`src/rtl/i2c_controller_write.sv`:
```
// I2C initiator write engine: START, 7-bit address + W, data bytes with ACK checks, STOP.
// SCL/SDA open-drain enables are registered; SCL stretching freezes the quarter counter in Q2/Q3.
module i2c_controller_write #(
  parameter int DIV   = 4,
  parameter int CNT_W = 8
) (
  input  logic       clk,
  input  logic       rst_n,
  input  logic       cmd_valid,
  output logic       cmd_ready,
  input  logic [6:0] cmd_addr,
  input  logic       tx_valid,
  output logic       tx_ready,
  input  logic [7:0] tx_data,
  input  logic       tx_last,
  output logic       scl_oe,
  output logic       sda_oe,
  input  logic       scl_in,
  input  logic       sda_in,
  output logic       busy,
  output logic       done,
  output logic       nack
);

  typedef enum logic [2:0] {
    IDLE, START, ADDR, ADDR_ACK, LOAD, DATA, DATA_ACK, STOP
  } state_e;

  localparam logic [CNT_W-1:0] CNT_MAX = CNT_W'(DIV - 1);
  localparam logic [CNT_W-1:0] CNT_ONE = CNT_W'(1);

  state_e           state_q, state_d;
  logic [CNT_W-1:0] cnt_q, cnt_d;
  logic [1:0]       qtr_q, qtr_d;
  logic [2:0]       bit_q, bit_d;
  logic [7:0]       shift_q, shift_d;
  logic             last_q, last_d;
  logic             nack_q, nack_d;
  logic             done_q, done_d;
  logic             scl_oe_q, scl_oe_d;
  logic             sda_oe_q, sda_oe_d;
  logic             in_cell, stall, tick, cell_end;

  always_comb begin
    in_cell  = (state_q == ADDR) || (state_q == ADDR_ACK) ||
               (state_q == DATA) || (state_q == DATA_ACK);
    stall    = in_cell && qtr_q[1] && !scl_in;
    tick     = !stall && (cnt_q == CNT_MAX);
    cell_end = tick && (qtr_q == 2'd3);
  end

  always_comb begin
    state_d  = state_q;
    cnt_d    = cnt_q;
    qtr_d    = qtr_q;
    bit_d    = bit_q;
    shift_d  = shift_q;
    last_d   = last_q;
    nack_d   = nack_q;
    done_d   = 1'b0;
    tx_ready = 1'b0;

    // Quarter timing runs in every state that owns bus time; IDLE and LOAD do not.
    if ((state_q inside {START, ADDR, ADDR_ACK, DATA, DATA_ACK, STOP}) && !stall) begin
      cnt_d = tick ? '0 : cnt_q + CNT_ONE;
      if (tick) qtr_d = qtr_q + 2'd1;
    end

    case (state_q)
      IDLE: if (cmd_valid) begin
        state_d = START;
        shift_d = {cmd_addr, 1'b0};
        nack_d  = 1'b0;
        cnt_d   = '0;
        qtr_d   = '0;
        bit_d   = '0;
      end
      START: if (tick && (qtr_q == 2'd1)) begin
        state_d = ADDR;
        qtr_d   = '0;
      end
      ADDR, DATA: if (cell_end) begin
        shift_d = {shift_q[6:0], 1'b0};
        bit_d   = bit_q + 3'd1;
        if (bit_q == 3'd7) state_d = (state_q == ADDR) ? ADDR_ACK : DATA_ACK;
      end
      ADDR_ACK: if (cell_end) begin
        if (sda_in) begin
          nack_d  = 1'b1;
          state_d = STOP;
        end else begin
          state_d = LOAD;
        end
      end
      LOAD: if (tx_valid) begin
        tx_ready = 1'b1;
        shift_d  = tx_data;
        last_d   = tx_last;
        state_d  = DATA;
        cnt_d    = '0;
        qtr_d    = '0;
        bit_d    = '0;
      end
      DATA_ACK: if (cell_end) begin
        if (sda_in) begin
          nack_d  = 1'b1;
          state_d = STOP;
        end else if (last_q) begin
          state_d = STOP;
        end else begin
          state_d = LOAD;
        end
      end
      STOP: if (cell_end) begin
        state_d = IDLE;
        done_d  = 1'b1;
      end
      default: state_d = IDLE;
    endcase

    // Line enables follow the state/quarter being entered, so they change on quarter boundaries.
    scl_oe_d = 1'b0;
    sda_oe_d = 1'b0;
    case (state_d)
      START: sda_oe_d = (qtr_d == 2'd1);
      ADDR, DATA: begin
        scl_oe_d = !qtr_d[1];
        sda_oe_d = !shift_d[7];
      end
      ADDR_ACK, DATA_ACK: scl_oe_d = !qtr_d[1];
      LOAD: begin
        scl_oe_d = 1'b1;
        sda_oe_d = sda_oe_q;
      end
      STOP: begin
        scl_oe_d = (qtr_d == 2'd0);
        sda_oe_d = !qtr_d[1];
      end
      default: ;
    endcase
  end

  always_ff @(posedge clk) begin
    if (!rst_n) begin
      state_q  <= IDLE;
      cnt_q    <= '0;
      qtr_q    <= '0;
      bit_q    <= '0;
      shift_q  <= '0;
      last_q   <= 1'b0;
      nack_q   <= 1'b0;
      done_q   <= 1'b0;
      scl_oe_q <= 1'b0;
      sda_oe_q <= 1'b0;
    end else begin
      state_q  <= state_d;
      cnt_q    <= cnt_d;
      qtr_q    <= qtr_d;
      bit_q    <= bit_d;
      shift_q  <= shift_d;
      last_q   <= last_d;
      nack_q   <= nack_d;
      done_q   <= done_d;
      scl_oe_q <= scl_oe_d;
      sda_oe_q <= sda_oe_d;
    end
  end

  assign cmd_ready = (state_q == IDLE);
  assign busy      = (state_q != IDLE);
  assign done      = done_q;
  assign nack      = nack_q;
  assign scl_oe    = scl_oe_q;
  assign sda_oe    = sda_oe_q;

endmodule

```
`config.mk`:
```
export PLATFORM = sky130hd
export DESIGN_NAME = i2c_controller_write
export DESIGN_NICKNAME = d
export VERILOG_FILES = /design/src/rtl/i2c_controller_write.sv
export SDC_FILE = /design/constraint.sdc
export NUM_CORES = 1
export LEC_CHECK = 0
export ABC_AREA = 0
export CORE_ASPECT_RATIO = 1.5
export CORE_MARGIN = 5
export CORE_UTILIZATION = 30
export CTS_BUF_LIST = sky130_fd_sc_hd__clkbuf_8 sky130_fd_sc_hd__clkbuf_16
export CTS_CLUSTER_SIZE = 28
export DETAILED_ROUTE_END_ITERATION = 7
export GPL_ROUTABILITY_DRIVEN = 0
export PLACE_DENSITY = 0.53
export SLEW_MARGIN = 20
export SYNTH_ARGS = -nofsm -noshare
export SYNTH_HDL_FRONTEND = slang
export SYNTH_SLANG_ARGS = --single-unit
```
`constraint.sdc`:
```
create_clock -name clk -period 2.05 [get_ports clk]
set_input_delay 0.41 -clock clk [delete_from_list [all_inputs] [get_ports clk]]
set_output_delay 0.41 -clock clk [all_outputs]
set_load 0.005 [all_outputs]
```
---- Yosys cells after proc, flatten, opt, wreduce, memory -nomap -nowiden ----
Index checks and enable logic that the tools add are counted.
storage, ports and cells
  register bits after elaboration ......... 29
  bits of input ports ..................... 22
cells by class
  add/subtract/negate cells ............... 3
  mux-type cells .......................... 41
  reductions and logical operators ........ 27
  eq/ne operators ......................... 24
operators with widths
  operator                                                               number
  8-bit two-way mux                                                      7
  3-bit two-way mux                                                      12
  3-bit equality test, second input constant                             9
  8-bit one-hot mux with 3 select lines                                  1
  3-bit one-hot mux with 7 select lines                                  1
  2-bit two-way mux                                                      8
  8-bit one-hot mux with 2 select lines                                  1
  3-bit by 2-bit equality test with 1-bit output, second input constant  4
  3-bit one-hot mux with 3 select lines                                  1
  8-bit by 1-bit adder with 8-bit output, second input constant          1
  8-bit by 2-bit equality test with 1-bit output, second input constant  1
  4-bit AND reduction                                                    2
  3-bit by 1-bit equality test with 1-bit output, second input constant  2
  1-bit logical AND                                                      6
  1-bit two-way mux                                                      6
  2-bit != test, second input constant                                   3
  2-bit one-hot mux with 3 select lines                                  1
  3-bit nonzero test                                                     2
  6-bit nonzero test                                                     1
  2-bit OR reduction                                                     3
  2-bit by 1-bit equality test with 1-bit output, second input constant  2
  1-bit zero test                                                        4
  2-bit by 1-bit != test with 1-bit output, second input constant        2
  1-bit one-hot mux with 4 select lines                                  1
  11 further kinds                                                       14

---- Logic depth before layout (Yosys ltp) ----
Gate-level depths: netlist (run 1).
  depth in word-level cells ............... 14
  depth in mapped cells ................... 9
  mapped depth without buffers ............ 9

---- Least setup slack after synthesis (run 1) ----
OpenSTA, ideal clock, no wires.
  path type ............................... register to register
  start ................................... register qtr_q[0]
  end ..................................... register sda_oe_q, in the netlist sda_oe
  path buffers ............................ 0
  setup time .............................. 123 ps
  stages on the path, launching flop included .. 9
  arrival time ............................ 1809 ps
  required time ........................... 1927 ps
  slack ................................... 118 ps
  path through ............................ dfxtp_1 ha_1 and4bb_2 a21oi_1 o21ai_0 o211ai_4 and4_1 o2111ai_1 nand3_1
between the ends
  cells in the longest elaborated chain, start to end .. 7
ends and longest elaborated chain
  what                                                                    RTL line  RTL
  start: declaration                                                      34        logic [1:0] qtr_q, qtr_d;
  start signal: assignment                                                158       qtr_q <= qtr_d;
  2-bit by 1-bit adder with 2-bit output (tied with other cells)          66        if (tick) qtr_d = qtr_q + 2'd1;
  2-bit two-way mux (tied with other cells)                               66
  2-bit two-way mux (tied with other cells)                               64        if ((state_q inside {START, ADDR, ADDR_ACK, DATA, DATA_ACK, STOP}) && !stall) begin
  2-bit two-way mux (tied with other cells)                               95        LOAD: if (tx_valid) begin
  2-bit one-hot mux with 3 select lines (tied with other cells)           69        case (state_q)
  2-bit by 1-bit equality test with 1-bit output (tied with other cells)  125       START: sda_oe_d = (qtr_d == 2'd1);
  1-bit one-hot mux with 4 select lines                                   124       case (state_d)
  end signal: assignment                                                  165       sda_oe_q <= sda_oe_d;
  end: declaration                                                        41        logic sda_oe_q, sda_oe_d;
Parallel ways exist; a longest one is shown, timed or not. The select of a mux whose other input is x is not followed.
A chain may end at the register's enable or synchronous reset.

---- Worst setup path in the final report (run 1) ----
  start ................................... register cnt_q[6]
  end ..................................... register sda_oe_q, in the netlist sda_oe
between the ends
  cells in the longest elaborated chain, start to end .. 8
ends and longest elaborated chain
  what                                                                    RTL line  RTL
  start: declaration                                                      33        logic [CNT_W-1:0] cnt_q, cnt_d;
  start signal: assignment                                                157       cnt_q <= cnt_d;
  8-bit by 2-bit equality test with 1-bit output (*)                      48        tick = !stall && (cnt_q == CNT_MAX);
  1-bit logical AND (*)                                                   48
  1-bit logical AND (tied with other cells)                               49        cell_end = tick && (qtr_q == 2'd3);
  3-bit two-way mux (tied with other cells)                               114       STOP: if (cell_end) begin
  3-bit one-hot mux with 7 select lines (tied with other cells)           69
  3-bit by 2-bit equality test with 1-bit output (tied with other cells)  124
  2-bit OR reduction (tied with other cells)                              124
  1-bit one-hot mux with 4 select lines                                   124
Mark *: on every way between the ends. The rest lies on a longest branch, timed or not. The select of a mux whose other input is x is not followed.

==> results.ini, run 1 <==
[status]
outcome = finished clean

[synthesis]
synth.distinct_cells = 49
yosysWarnings = 0
synth.most_common_cell = dfxtp_1
synthArstFlopShare_pct = 0
synth_compound_area_share_pct = 21.6
synth_top_family_by_area = simple AND/OR/NAND/NOR gates
synth_top_area_share_pct = 33.5
ys_seq_area_share_pct = 33.5
syn_avg_cell_area_sq_um = 8.30
synth_common_cells = 29 x dfxtp_1, 22 x nand2_1, 20 x nor2_1
synth-edff-count = 0
synth-xor-area-share_pct = 4.04
synth_simple_gate_area_share_pct = 30.1
ys.flop_type = dfxtp_1
synth_area_leader_cell = dfxtp_1
synthAdderAreaFrac_pct = 3.61
synth_nets = 236
yosys-mux-area-fraction_pct = 3.61
syn_inst = 209
ys_ff_latch = 29
synthTopCellsByArea = dfxtp_1 33%, nand2_1 4.8%, nor2_1 4.3%
netlist_area_sq_mm = 0.00173

[power_and_ir_drop]
finalPower_mw = 1.24
power_leakage_nw = 0.984
powerDensity_mw_per_mm2 = 494
ir_worst_vdd_mv = 0.331

[worst_setup_path]
critical_path_class = flop to flop
worstReg2RegStart = cnt_q[6]$_SDFF_PN0_
crit_chain = nor4_4 -> buf_4 -> nand2_2 -> o311ai_4 -> o211ai_4 -> and4_1 -> o2111ai_2 -> nand3_1
r2r_cells = 8
ff2ff_setup_slack_ps = 50
crit_path_top_delay_cell = dfxtp_2
cp.required_ps = 2210
critPathArrivalTime_ps = 2160
crit_end = sda_oe$_SDFFE_PN0P_
rr_endpoint = sda_oe$_SDFFE_PN0P_
end_kind = flop
critPathLaunchType = flop
cp_max_fo = 4
startpoint = cnt_q[6]$_SDFF_PN0_
critPathMaxStageDelay_ps = 350

[drt]
routedWlPerCell_microns = 13.9
first_pass_iters = 4
routed_via_density = 4.90
drcViolationCount = 0
vias = 1645
first_iter_violations = 59
routed_wirelength_microns = 4680
ant_nets = 0

[layout]
areaGrowthSynthToFinish_pct = 45.0
fillCellCount = 588
num-nets-final = 291
n_antenna_cell = 0
final_layout_size_suffix_gt1_share_pct = 28.0

[floorplan]
dieArea_sq_mm = 0.00743
start_util_pct = 30.4
placementRows = 34
die_x_microns = 72.1
dieHeight_microns = 103
core_sq_mm = 0.00570
io_pins = 29

[timing]
max_freq_mhz = 501
rsz0062_at_grt = yes
fin_skew_ps = 4.25
slew_headroom_pct = 74.2
finalSetupViolCount = 0
hold_slack_ps = 478
fin_crit_sh_pct = 97.4
hold_viol = 0
layout_min_cycle_time_ps = 2000
worst_pin_slew_ps = 383
drv_slew = 0

[placement]
io_buffers = 28
dp_hpwl_microns = 3650

[global_route]
antenna_found_initial = 0
grt_max_degree = 21
first_global_vias = 1688
track_usage_pct = 13.1
grt-ovfl-total = 0
grt_pass1_wl_microns = 7510

[clocking]
clkLatencyLatePin_ps = 280
cts_tree = done
cts.path.max_buffers = 2
cts-htree-levels = 2
cts_root_buf = clkbuf_8
clock_sinks = 29
path_clk_slew_ps = 60
hold_buffers = 0
cts_buffers = 5

[flow_run]
cap_viol_max_count = 0

[min_path]
hold_path_class = flop to flop

-- placed cells by master (no fill, tap or decap), types with 2 or more instances in the layout --
cell type	netlist	final
a21boi_0	4	4
a21oi_1	14	13
a221oi_1	6	6
a22oi_1	2	2
and2_1	7	7
and3_1	3	2
and4_1	2	2
buf_4	0	30
clkbuf_8	0	6
clkdlybuf4s50_1	0	26
dfxtp_1	29	23
dfxtp_2	0	6
dlymetal6s2s_1	0	2
ha_1	5	3
ha_2	0	2
inv_1	4	5
mux2_2	1	2
mux2i_1	4	3
nand2_1	22	20
nand2_2	0	2
nand2b_1	3	2
nand3_1	9	9
nand4_1	3	3
nor2_1	20	19
nor2b_1	11	11
nor3_1	5	2
nor3_2	0	3
nor3b_4	0	2
o211a_1	2	2
o21ai_0	6	2
o21ai_1	4	8
xnor2_1	2	2
xor2_1	6	6
-- metal layers --
metal / vias up / share of wire [%] / global-route usage [%]
met4: 0 / 2.2 / 5.35
met3: 9 / 3.4 / 2.54
met2: 33 / 54 / 25.8
li1: 859 / - / -
met5: - / 0 / 0
met1: 744 / 41 / 13.0
-- flip-flops by register name, summed over array words and instances (netlist names), 2 cells and up --
name	flops
shift_q	8
cnt_q	8
bit_q	3
state_q	3
qtr_q	2
-- worst max-delay path: cells and delay by family (launching register included) --
kind	cells	cell delay [ps]
and+or+nand+nor	4	740
DFF	1	350
AOI/OAI and AO/OA	3	610
buffers and inverters	1	190
-- stage by stage --
| stage | instances | setup TNS [ps] | cell area (sq um) | utilization (%) | worst slack, ps |
|---|---|---|---|---|---|
| finish | 336 | 0 | 2510 | 44.1 | 54.2 |
| floorplan | 209 | 0 | 1730 | - | 118 |
| CTS | 335 | -40.1 | 2400 | 42.1 | -29.8 |
| global placement | 328 | -720 | 2300 | 40.3 | -210 |
| detailed placement | 328 | -1210 | 2300 | 40.3 | -292 |
| global route | 336 | -48.4 | 2510 | 44.1 | -48.4 |
-- kinds of logic (layout without fill, tap and decap cells) --
kind of cell,count (synthesis),after routing
compound gates,50,50
xor+xnor,8,8
fa+ha+maj,5,5
buf+inv,15,70
flops,29,29
mux,6,6
simple gates,96,96
-- area by class of cell --
class	instances	area, sq um	area share [%]
inverters	4	15.0	0.597
clock inverters	1	3.75	0.149
repair buffers	59	531	21.1
clock buffers	6	82.6	3.28
well taps	72	90.1	3.58
flip-flops and latches	29	588	23.4
multi-input cells	165	1200	47.9
-- worst min path at each step --
| stage | cells past startpoint | from | to |
|---|---|---|---|
| floorplan | 2 | bit_q[1]$_SDFFE_PN0P_ | bit_q[1]$_SDFFE_PN0P_ |
| global placement | 2 | bit_q[2]$_SDFFE_PN0P_ | bit_q[2]$_SDFFE_PN0P_ |
| detailed placement | 2 | bit_q[2]$_SDFFE_PN0P_ | bit_q[2]$_SDFFE_PN0P_ |
| CTS | 2 | bit_q[2]$_SDFFE_PN0P_ | bit_q[2]$_SDFFE_PN0P_ |
| global route | 2 | bit_q[1]$_SDFFE_PN0P_ | bit_q[1]$_SDFFE_PN0P_ |
| finish | 2 | bit_q[2]$_SDFFE_PN0P_ | bit_q[2]$_SDFFE_PN0P_ |
-- power by group --
part / switching, mW / total [mW] / internal [mW]
clock: 0.217 / 0.478 / 0.261
combinational: 0.0808 / 0.178 / 0.0976
sequential: 0.00857 / 0.585 / 0.577
-- timing repair --
item / CTS / global route
gates resized for setup: 5 / 30
gates cloned: 0 / 0
buffers inserted: 0 / 1
endpoints found under the setup margin: 5 / 13
pin swaps: 2 / 8
(Power assumes the default switching activity.)
==> run 2: changes to the inputs <==
Settings changed: CORE_UTILIZATION 30 to 48, CTS_CLUSTER_SIZE 28 to not set, PLACE_DENSITY 0.53 to 0.77.
==> run 2 against run 1 <==
  * First-iteration DRC count up 8.5%
  * Hold slack worse by 1.4 ps
  * Combinational power is 4% lower
  * Clock-buffer cell count unchanged
  * Clock power fell by 2%
  * Core utilization grew 28 points
  * Critical path type unchanged
  * Critical endpoint unchanged
  * Largest power group unchanged
  * Highest routed layer unchanged
==> results.ini, run 2 (synthesized netlist as in run 1, its figures left out) <==
[global_route]
grt-ovfl-total = 0  ; unchanged
grt_max_degree = 21  ; unchanged
grt_util_met3_pct = 4.80  ; +2.3 points
first_global_vias = 1716  ; +1.7%
grt_pass1_wl_microns = 7180  ; -4.3%
antenna_found_initial = 0  ; unchanged
track_usage_pct = 18.5  ; +5.4 points
grt_util_met1_pct = 19.3  ; +6.3 points
grt.busiest_layer = met2
grtUsageMet2_pct = 32.9  ; +7.1 points

[clocking]
cts-htree-levels = 2  ; unchanged
cts.path.max_buffers = 2  ; unchanged
cts_tree = done
hold_buffers = 0  ; unchanged
cts_buffers = 5  ; unchanged
cts_root_buf = clkbuf_8
clkLatencyLatePin_ps = 280  ; about the same
path_clk_slew_ps = 60  ; about the same
clock_sinks = 29  ; unchanged

[placement]
dp_hpwl_microns = 3210  ; -12%
io_buffers = 28  ; unchanged
place_ws_ps = -237  ; +54.9 ps
placed_cell_area_sq_mm = 0.00221  ; -3.6%

[worst_setup_path]
critPathArrivalTime_ps = 2220  ; +60 ps
cp.required_ps = 2270  ; +60 ps
cp_max_fo = 4  ; unchanged
critical_path_class = flop to flop
worstReg2RegStart = qtr_q[1]$_SDFF_PN0_
end_kind = flop
critPathLaunchType = flop
startpoint = qtr_q[1]$_SDFF_PN0_

[status]
outcome = finished clean

[min_path]
hp-start = bit_q[1]$_SDFFE_PN0P_
hold_path_class = flop to flop

[timing]
worst_pin_slew_ps = 461  ; +77.7 ps
setup_slack_ps = 50.7  ; -3.51 ps
finalSetupViolCount = 0  ; unchanged
hold_viol = 0  ; unchanged
drv_slew = 0  ; unchanged
fin_tns_setup_ps = 0  ; unchanged
layout_min_cycle_time_ps = 2000  ; +3.51 ps
fin_crit_sh_pct = 97.5  ; +0.17 points
slew_headroom_pct = 69.0  ; -5.2 points
fin_skew_ps = 3.39  ; -0.851 ps
max_freq_mhz = 500  ; -0.18%

[floorplan]
die_x_microns = 59.1  ; -18%
core_sq_mm = 0.00345  ; -40%
io_pins = 29  ; unchanged
start_util_pct = 50.3  ; +20 points
placementRows = 26  ; -24%
dieArea_sq_mm = 0.00494  ; -34%
dieHeight_microns = 83.6  ; -19%

[drt]
first_iter_violations = 64  ; +8.5%
routed_via_density = 5.76  ; +18%
drcViolationCount = 0  ; unchanged
vias = 1734  ; +5.4%
ant_nets = 0  ; unchanged
first_pass_iters = 4  ; unchanged
routedWlPerCell_microns = 15.3  ; +9.8%
routed_wirelength_microns = 4600  ; -1.7%

[flow_run]
cap_viol_max_count = 0  ; unchanged

[layout]
fillCellCount = 254  ; -57%
final_cell_mix = 26 x clkdlybuf4s50_1, 25 x buf_4, 24 x dfxtp_1, 20 x nand2_1, 19 x nor2_1
n_antenna_cell = 0  ; unchanged
num-nets-final = 286  ; -1.7%
layout_commonest_cell = clkdlybuf4s50_1
biggestRegsByFlops = cnt_q x8, shift_q x8
areaGrowthSynthToFinish_pct = 42.9
finalInstanceArea_sq_mm = 0.00248  ; -1.4%
utilization_pct = 71.9  ; +28 points
final_layout_size_suffix_gt1_share_pct = 27.4  ; -0.62 points

[power_and_ir_drop]
ir_worst_vdd_mv = 0.387  ; +17%
powerDensity_mw_per_mm2 = 494  ; +0.10%
finalPower_mw = 1.22  ; -1.3%
power_leakage_nw = 0.979  ; -0.48%

[run 2: cell count changes in the layout (fill, tap and decap cells not counted), sizes merged]
cell | before | now
buf | 31 | 26
[run 2: path summary, 6_finish.rpt]
kind / endpoint / slack [ps] / cells after the start
max: sda_oe$_SDFFE_PN0P_ / 50 / 8
max reg2reg: sda_oe$_SDFFE_PN0P_ / 50 / 8
min: bit_q[1]$_SDFFE_PN0P_ / 480 / 2
min reg2reg: bit_q[1]$_SDFFE_PN0P_ / 480 / 2
[run 2: area by class of cell]
class | count | area, sq um | share of cell area [%]
clock inverters | 1 | 3.75 | 0.151
repair buffers | 54 | 493 | 19.9
clock buffers | 6 | 82.6 | 3.33
multi-input cells | 165 | 1240 | 50.0
well taps | 42 | 52.6 | 2.12
inverters | 4 | 15.0 | 0.606
flip-flops and latches | 29 | 592 | 23.9
[run 2: power breakdown]
| part | switching, mW | internal [mW] | leakage [nW] | total (mW) |
|---|---|---|---|---|
| clock | 0.208 | 0.261 | 0.0485 | 0.469 |
| sequential | 0.0111 | 0.574 | 0.238 | 0.586 |
| combinational | 0.0782 | 0.0922 | 0.693 | 0.170 |
[run 2: repair_timing]
action / 4_1_cts / 5_1_grt
endpoints found under the setup margin: 5 / 6
setup buffers: 1 / 1
pin swaps: 2 / 6
endpoints found under the hold margin: 0 / 0
resized for setup: 10 / 31
[run 2: layer usage]
layer	part of all wire, %	vias up	wire (microns)
met1	40	818	1850
met3	4.9	13	225
li1	-	850	-
met5	0	-	0
met2	53	53	2420
met4	2.3	0	104
[run 2: critical path, cell delays in order, from the launching register on]
cell      delay, ps
dfxtp_2         370
ha_2            200
and4bb_2        310
and3_4          220
nand2_1         110
mux2_2          340
nor3_1          210
nand3_1         100
nand3_1          80
[run 2: metrics by stage]
stage               cells  hold WS, ps
floorplan             209          445
global placement      292          455
detailed placement    292          470
CTS                   300          479
global route          301          519
finish                301          476
